$ cat src/rtl/mult_hazard_scheduler_if.sv
// mult_hazard_scheduler_if: ID/EX hazard inputs and pipeline-control outputs of the stall scheduler
interface mult_hazard_scheduler_if #(parameter int CNT_W = 32);
  logic             id_valid;
  logic [4:0]       id_rs1;
  logic [4:0]       id_rs2;
  logic             id_use_rs1;
  logic             id_use_rs2;
  logic             ex_valid;
  logic             ex_mem_read;
  logic             ex_is_mult;
  logic [4:0]       ex_rd;
  logic             pc_write;
  logic             if_id_write;
  logic             id_ex_bubble;
  logic             id_ex_hold;
  logic             ex_mem_bubble;
  logic             mult_start;
  logic             mult_busy;
  logic [CNT_W-1:0] stall_cycles;
  modport master (
    output id_valid, id_rs1, id_rs2, id_use_rs1, id_use_rs2,
    output ex_valid, ex_mem_read, ex_is_mult, ex_rd,
    input  pc_write, if_id_write, id_ex_bubble, id_ex_hold, ex_mem_bubble,
    input  mult_start, mult_busy, stall_cycles
  );
  modport slave (
    input  id_valid, id_rs1, id_rs2, id_use_rs1, id_use_rs2,
    input  ex_valid, ex_mem_read, ex_is_mult, ex_rd,
    output pc_write, if_id_write, id_ex_bubble, id_ex_hold, ex_mem_bubble,
    output mult_start, mult_busy, stall_cycles
  );
endinterface

$ cat src/rtl/mult_hazard_scheduler.sv
// mult_hazard_scheduler: freezes the front end during multi-cycle MULs, bubbles load-use hazards, counts stalls
module mult_hazard_scheduler #(
  parameter int MULT_LAT = 3,
  parameter int CNT_W    = 32
) (
  input logic clk,
  input logic rst,
  mult_hazard_scheduler_if.slave mhs
);
  typedef enum logic {RUN, MUL_WAIT} state_e;
  state_e           state_q, state_d;
  logic [3:0]       cnt_q, cnt_d;
  logic [CNT_W-1:0] stall_q, stall_d;
  logic             mul_hit, lu_hit, freeze, lu_stall, pc_w;
  always_comb begin
    mul_hit  = state_q == RUN && mhs.ex_valid && mhs.ex_is_mult;
    lu_hit   = mhs.ex_valid && mhs.ex_mem_read && !mhs.ex_is_mult && mhs.ex_rd != 5'd0 && mhs.id_valid &&
               ((mhs.id_use_rs1 && mhs.id_rs1 == mhs.ex_rd) || (mhs.id_use_rs2 && mhs.id_rs2 == mhs.ex_rd));
    freeze   = mul_hit || (state_q == MUL_WAIT && cnt_q != 4'd0);
    // load-use only matters in RUN and yields to a MUL entering EX
    lu_stall = state_q == RUN && !mul_hit && lu_hit;
    pc_w     = !rst && !freeze && !lu_stall;
    state_d  = mul_hit ? MUL_WAIT : (state_q == MUL_WAIT && cnt_q == 4'd0) ? RUN : state_q;
    cnt_d    = mul_hit ? 4'(MULT_LAT - 2) : freeze ? cnt_q - 4'd1 : cnt_q;
    stall_d  = (!pc_w && stall_q != '1) ? stall_q + 1'b1 : stall_q;
  end
  always_ff @(posedge clk) begin
    if (rst) begin
      state_q <= RUN;
      cnt_q   <= 4'd0;
      stall_q <= '0;
    end else begin
      state_q <= state_d;
      cnt_q   <= cnt_d;
      stall_q <= stall_d;
    end
  end
  assign mhs.pc_write      = pc_w;
  assign mhs.if_id_write   = pc_w;
  assign mhs.id_ex_bubble  = rst || lu_stall;
  assign mhs.id_ex_hold    = !rst && freeze;
  assign mhs.ex_mem_bubble = rst || freeze;
  assign mhs.mult_start    = !rst && mul_hit;
  assign mhs.mult_busy     = !rst && freeze;
  assign mhs.stall_cycles  = stall_q;
endmodule

$ cat src/flat_wrapper.sv
// flat-port wrapper written by rule: the top's interface ports become plain ports
module mult_hazard_scheduler_flat 
#(
  parameter int MULT_LAT = 3,
  parameter int CNT_W    = 32
)
  (clk, rst, mhs_id_valid, mhs_id_rs1, mhs_id_rs2, mhs_id_use_rs1, mhs_id_use_rs2, mhs_ex_valid, mhs_ex_mem_read, mhs_ex_is_mult, mhs_ex_rd, mhs_pc_write, mhs_if_id_write, mhs_id_ex_bubble, mhs_id_ex_hold, mhs_ex_mem_bubble, mhs_mult_start, mhs_mult_busy, mhs_stall_cycles);
  mult_hazard_scheduler_if #(.CNT_W(CNT_W)) mhs_i ();
  input logic clk;
  input logic rst;
  input wire logic [$bits(mhs_i.id_valid)-1:0] mhs_id_valid;
  input wire logic [$bits(mhs_i.id_rs1)-1:0] mhs_id_rs1;
  input wire logic [$bits(mhs_i.id_rs2)-1:0] mhs_id_rs2;
  input wire logic [$bits(mhs_i.id_use_rs1)-1:0] mhs_id_use_rs1;
  input wire logic [$bits(mhs_i.id_use_rs2)-1:0] mhs_id_use_rs2;
  input wire logic [$bits(mhs_i.ex_valid)-1:0] mhs_ex_valid;
  input wire logic [$bits(mhs_i.ex_mem_read)-1:0] mhs_ex_mem_read;
  input wire logic [$bits(mhs_i.ex_is_mult)-1:0] mhs_ex_is_mult;
  input wire logic [$bits(mhs_i.ex_rd)-1:0] mhs_ex_rd;
  output wire logic [$bits(mhs_i.pc_write)-1:0] mhs_pc_write;
  output wire logic [$bits(mhs_i.if_id_write)-1:0] mhs_if_id_write;
  output wire logic [$bits(mhs_i.id_ex_bubble)-1:0] mhs_id_ex_bubble;
  output wire logic [$bits(mhs_i.id_ex_hold)-1:0] mhs_id_ex_hold;
  output wire logic [$bits(mhs_i.ex_mem_bubble)-1:0] mhs_ex_mem_bubble;
  output wire logic [$bits(mhs_i.mult_start)-1:0] mhs_mult_start;
  output wire logic [$bits(mhs_i.mult_busy)-1:0] mhs_mult_busy;
  output wire logic [$bits(mhs_i.stall_cycles)-1:0] mhs_stall_cycles;
  assign mhs_i.id_valid = mhs_id_valid;
  assign mhs_i.id_rs1 = mhs_id_rs1;
  assign mhs_i.id_rs2 = mhs_id_rs2;
  assign mhs_i.id_use_rs1 = mhs_id_use_rs1;
  assign mhs_i.id_use_rs2 = mhs_id_use_rs2;
  assign mhs_i.ex_valid = mhs_ex_valid;
  assign mhs_i.ex_mem_read = mhs_ex_mem_read;
  assign mhs_i.ex_is_mult = mhs_ex_is_mult;
  assign mhs_i.ex_rd = mhs_ex_rd;
  assign mhs_pc_write = mhs_i.pc_write;
  assign mhs_if_id_write = mhs_i.if_id_write;
  assign mhs_id_ex_bubble = mhs_i.id_ex_bubble;
  assign mhs_id_ex_hold = mhs_i.id_ex_hold;
  assign mhs_ex_mem_bubble = mhs_i.ex_mem_bubble;
  assign mhs_mult_start = mhs_i.mult_start;
  assign mhs_mult_busy = mhs_i.mult_busy;
  assign mhs_stall_cycles = mhs_i.stall_cycles;
  mult_hazard_scheduler #(.MULT_LAT(MULT_LAT), .CNT_W(CNT_W)) u_core (.clk(clk), .rst(rst), .mhs(mhs_i));
endmodule
$ cat config.mk
export PLATFORM = sky130hd
export DESIGN_NAME = mult_hazard_scheduler_flat
export DESIGN_NICKNAME = d
export VERILOG_FILES = /design/src/rtl/mult_hazard_scheduler_if.sv /design/src/rtl/mult_hazard_scheduler.sv /design/src/flat_wrapper.sv
export SDC_FILE = /design/constraint.sdc
export NUM_CORES = 1
export LEC_CHECK = 0
export CELL_PAD_IN_SITES_DETAIL_PLACEMENT = 0
export CELL_PAD_IN_SITES_GLOBAL_PLACEMENT = 1
export CORE_MARGIN = 4
export CORE_UTILIZATION = 31
export CTS_CLUSTER_SIZE = 20
export DETAILED_ROUTE_END_ITERATION = 12
export PLACE_DENSITY_LB_ADDON = 0.1
export SYNTH_ARGS = -nofsm -noshare
export SYNTH_HDL_FRONTEND = slang
export SYNTH_SLANG_ARGS = --single-unit
$ cat constraint.sdc
create_clock -name clk -period 2.3 [get_ports clk]
set_input_delay 0.345 -clock clk [delete_from_list [all_inputs] [get_ports clk]]
set_output_delay 0.345 -clock clk [all_outputs]
set_load 0.1 [all_outputs]
* Word-level counts from Yosys, hierarchy flattened
Index checks and enable logic that the tools add are counted.
** Operators by class
- Eq/ne operators :: 3
- Reduce and logical (&&, ||, !) cells :: 34
- Add/subtract/negate cells :: 2
- Mux-type cells :: 4
- Bitwise operators :: 1
** Operators with widths (number)
- $add 32x1->32 const B :: 1
- $ne 32x32->1 const B :: 1
- $logic_and 1x1->1 :: 18
- $eq 5x5->1 :: 2
- $logic_not 1->1 :: 6
- $reduce_bool 5->1 :: 1
- $logic_not 4->1 :: 1
- $logic_or 1x1->1 :: 4
- $mux 1 :: 4
- $reduce_bool 2->1 :: 2
- $reduce_bool 4->1 :: 1
- $sub 4x1->4 const B :: 1
- $reduce_or 2->1 :: 1
- $not 1->1 :: 1
** Storage, ports and cells
- Output and inout bits :: 39
- Flip-flop bits (word level) :: 37
- Word-level logic and storage cells :: 48
- Bits of input ports :: 23

* Logic depth before layout (Yosys ltp)
- Depth in word-level cells :: 10
- Mapped depth :: 10
- Gate-level depth less buffers :: 8

* Worst setup path before layout
Ideal clock, no wire load.
- Path kind :: register -> output
- From :: register u_core.cnt_q[0]
- To :: output mhs_mult_busy
- Path slack :: -1001 ps
- Cell stages (with the launch flop) :: 7
- Buffers on the path :: 1
- Data required time :: 1955 ps
- Data arrival time :: 2956 ps
- Cell sequence :: dfxtp_1 > inv_1 > ha_1 > or3b_4 > nand2_1 > a21oi_1 > buf_4
** Between the ends
- Cells in the longest elaborated chain, start to end :: 4
** RTL lines
- from (decl) :: line mult_hazard_scheduler.sv:12 : logic [3:0] cnt_q, cnt_d;
- from (signal assigned) :: line mult_hazard_scheduler.sv:34 : cnt_q <= cnt_d;
- $reduce_bool 4->1 :: line mult_hazard_scheduler.sv:19 : freeze = mul_hit || (state_q == MUL_WAIT && cnt_q != 4'd0);
- $logic_and 1x1->1 :: line mult_hazard_scheduler.sv:19
- $logic_or 1x1->1 :: line mult_hazard_scheduler.sv:19
- $logic_and 1x1->1
- to (decl) :: line flat_wrapper.sv:26 : output wire logic [$bits(mhs_i.mult_busy)-1:0] mhs_mult_busy;
Every way passes these cells.

* Final worst setup path
- From :: register u_core.cnt_q[0]
- To :: output mhs_if_id_write
** Between the ends
- Cells in the longest elaborated chain, start to end :: 6
** RTL lines
- $reduce_bool 4->1 :: line mult_hazard_scheduler.sv:19
- $logic_and 1x1->1 :: line mult_hazard_scheduler.sv:19
- $logic_or 1x1->1 :: line mult_hazard_scheduler.sv:19
- $logic_not 1->1 :: line mult_hazard_scheduler.sv:22 : pc_w = !rst && !freeze && !lu_stall;
- $logic_and 1x1->1 (2 in a row) :: line mult_hazard_scheduler.sv:22
- to (decl) :: line flat_wrapper.sv:21 : output wire logic [$bits(mhs_i.if_id_write)-1:0] mhs_if_id_write;
Every way passes these cells.

==> summary.txt <==
Clock network
  – Max Buffers Root-to-Sink: 2
  – Num CTS Buffers: 5
  – Hold-fix buffers, CTS: 0
  – Worst-Skew Late Latency: 0.29 ns
  – Htree depth: 2
  – Clock sinks: 37
  – TritonCTS clock tree: done
  – Clock transition at path regs: 0.08 ns
  – Clock Root Buffer: clkbuf_8

Placement
  – Pre-CTS setup slack: -0.240 ns
  – Dpl hpwl: 4.47 mm
  – Dpl cells: 409
  – Final GP Congestion: 0.727
  – PortBufs: 61
  – Post-DP Area: 0.00309 mm²

Global route
  – GRT overflow: 0
  – Met1 usage: 0.214
  – Initial antenna violation count: 0
  – GRT Util Overall: 0.157
  – GR Util met2: 0.242
  – First-pass GRT wire length: 10.6 mm
  – Largest net degree at the start of global routing: 40
  – Vias in the first global route: 2118
  – Top Usage Layer GRT: met2
  – Met3 Use GR: 0.0423

Status
  – Failing checks: setup timing
  – Status: finished, violations left

Cells and area
  – Commonest non-fill, non-tap cell in the layout: buf_4
  – Sequential cell area: 783 µm²
  – Antenna cells: 0
  – Filler cell count: 667
  – Final Instance Area: 0.00350 mm²
  – NumNets Final: 376
  – Area of the multi-input gates: 0.00143 mm²
  – Commonest cells after routing, fill and taps aside: 62 x buf_4, 34 x dfxtp_2, 25 x a21oi_1
  – Share of cells above drive strength 1: 0.481
  – Final Non-Filler Cells: 431
  – Area delta synth->final: 62.3%

Synth
  – Post-synthesis async set-or-reset flop share: 0
  – Post-synthesis compound-gate area fraction: 0.218
  – Adder and majority gate portion of the synthesized area: 0.0116
  – Syn_area_per_cell: 8.54 µm²
  – Mux share of post-synthesis cell area: 0.0116
  – Synth area leaders: dfxtp_1 34%, a21oi_1 7.4%, or4_1 6.3%
  – Area of the mapped netlist: 0.00215 mm²
  – Register bit total from synthesis: 37
  – Post-Synthesis Net Count: 277
  – Number of synthesized flops with an enable pin: 0
  – Synth cell types: 44
  – Synth Flop Type: dfxtp_1
  – Cell taking the most area after synthesis: dfxtp_1
  – Yosys Warn Count: 0
  – Synthesized instance count: 252
  – Top cell type's share of synthesized area: 0.344
  – Simple-gate area share of the yosys netlist: 0.289
  – Sequential share of the synthesized area: 0.344
  – XOR/XNOR share of the synthesized area: 0.0610
  – Largest family of logic cells by synthesized area: simple AND/OR/NAND/NOR gates

Die
  – Area of the die: 0.00834 mm²
  – Starting density of the core: 0.319
  – I/O pins: 62
  – Die Y-Extent: 91.3 µm
  – Die width: 91.3 µm
  – Core Area: 0.00676 mm²
  – Row cnt: 30

Power and ir drop
  – Sw frac: 0.307
  – Clock Power Share: 0.301
  – Int Power: 1100 µW
  – Sequential share of power: 0.413
  – Psw: 490 µW
  – Combinational power share: 0.287
  – Pleak: 0.00135 µW
  – Peak supply drop: 279 µV
  – PD cells: 456 mW/mm²

STA
  – Slew @ Worst Pin: 0.487 ns
  – Fmax: 0.396 GHz
  – Final TNS setup: -2.44 ns
  – Worst Clk Skew: 0.00900 ns
  – Final setup vio count: 24
  – Final worst slack: -0.224 ns
  – Fin. Hold Viols: 0
  – Period utilization: 1.10
  – Slew Viols, Final: 0
  – Slew HR: 0.675
  – Final hold slack: 0.483 ns
  – Post-layout min period: 2.52 ns
  – RSZ-0062 raised after global routing: true

Routing
  – WL final: 6.67 mm
  – Routed length per instance: 15.5 µm
  – Initial DRC Count: 84
  – ANT nets after route: 0
  – DRC viols: 0
  – First-pass DRT Iterations: 4
  – Via density per instance: 5.24
  – Vias: 2259

Critical path
  – Worst EP arrival: 2.18 ns
  – Crit-path max FO: 3
  – Critical path type: reg2out
  – Setup crit start kind: flip-flop
  – Critical path endpoint category: output pin
  – CP Data Required Time: 1.96 ns
  – Worst r2r src: u_core.cnt_q[0]$_SDFFE_PP0P_
  – Critical path origin: u_core.cnt_q[0]$_SDFFE_PP0P_

Flow run
  – Maxcap violations: 0

Min path
  – Hold Startpoint: u_core.mhs.stall_cycles[5]$_SDFFE_PP0P_
  – HP Class: reg2reg
[through the flow]
stage	util	power [µW]
2_1_floorplan	-	912
3_3_place_gp	0.457	1060
3_5_place_dp	0.457	1060
4_1_cts	0.489	1580
5_1_grt	0.517	1660
6_report	0.517	1590
[final cells by class]
| class | count | area share |
|---|---|---|
| multi-input combinational | 193 | 0.408 |
| tap | 80 | 0.0286 |
| clock inverter | 1 | 0.00215 |
| clock buffer | 6 | 0.0236 |
| timing repair buffer | 105 | 0.300 |
| sequential | 37 | 0.224 |
| inverter | 9 | 0.0136 |
[power by group through the flow]
| stage | Clock (µW) | Sequential (µW) | Combinational [µW] |
|---|---|---|---|
| final | 479 | 658 | 456 |
| after global routing | 522 | 660 | 483 |
| after CTS | 499 | 658 | 425 |
| after detailed placement | 0 | 673 | 385 |
| after global placement | 0 | 673 | 385 |
| after floorplan | 0 | 714 | 198 |
[cell families (layout without fill, tap and decap cells)]
kind of cell    Yosys count  count (layout)
simple gates            105             105
flops                    37              37
xor+xnor                 15              15
mux                       2               2
fa+ha+maj                 2               2
compound gates           69              69
buf+inv                  22             121
[worst paths after layout]
path | to | slack, ns | depth (start not counted)
setup reg to reg | u_core.mhs.stall_cycles[1]$_SDFFE_PP0P_ | -0.16 | 11
setup / recovery | mhs_if_id_write | -0.22 | 8
hold reg to reg | u_core.mhs.stall_cycles[5]$_SDFFE_PP0P_ | 0.48 | 2
hold / removal | u_core.mhs.stall_cycles[5]$_SDFFE_PP0P_ | 0.48 | 2
[what timing repair did]
| item | 4_1_cts | 5_1_grt |
|---|---|---|
| endpoints found under the setup margin | 7 | 35 |
| buffers inserted | 12 | 2 |
| endpoints found under the hold margin | 0 | 0 |
| resized for setup | 16 | 40 |
| pin swaps | 12 | 19 |
| cloned | 0 | 1 |
[layer usage]
metal / routed length, µm / share of wire
met1: 3220 / 0.48
met3: 324 / 0.049
met4: 72 / 0.011
met2: 3050 / 0.46
met5: 0 / 0
[flip-flops by register name, indices dropped and copies added, names as in the netlist]
name / cells
u_core.cnt_q: 4
u_core.state_q: 1
u_core.mhs.stall_cycles: 32
[Yosys cell counts (all sizes together) (2+ instances only)]
library cell	instances
and4	3
nor2b	2
nand3	15
a21oi	33
nand4	11
o21ai	12
nand2	18
and3	3
o211ai	2
or3	11
or4	18
nor2	14
xnor2	13
o31ai	17
clkbuf	3
nor4	2
ha	2
xor2	2
nor3	3
dfxtp	37
buf	10
inv	9
[critical path: stages (launching register included)]
cell	delay (ns)
dfxtp_2	0.33
inv_2	0.07
ha_4	0.13
or3b_4	0.40
a221oi_4	0.30
bufinv_8	0.23
a21oi_4	0.12
buf_12	0.13
buf_12	0.17
Note: power is estimated with default switching activity, not from simulation.
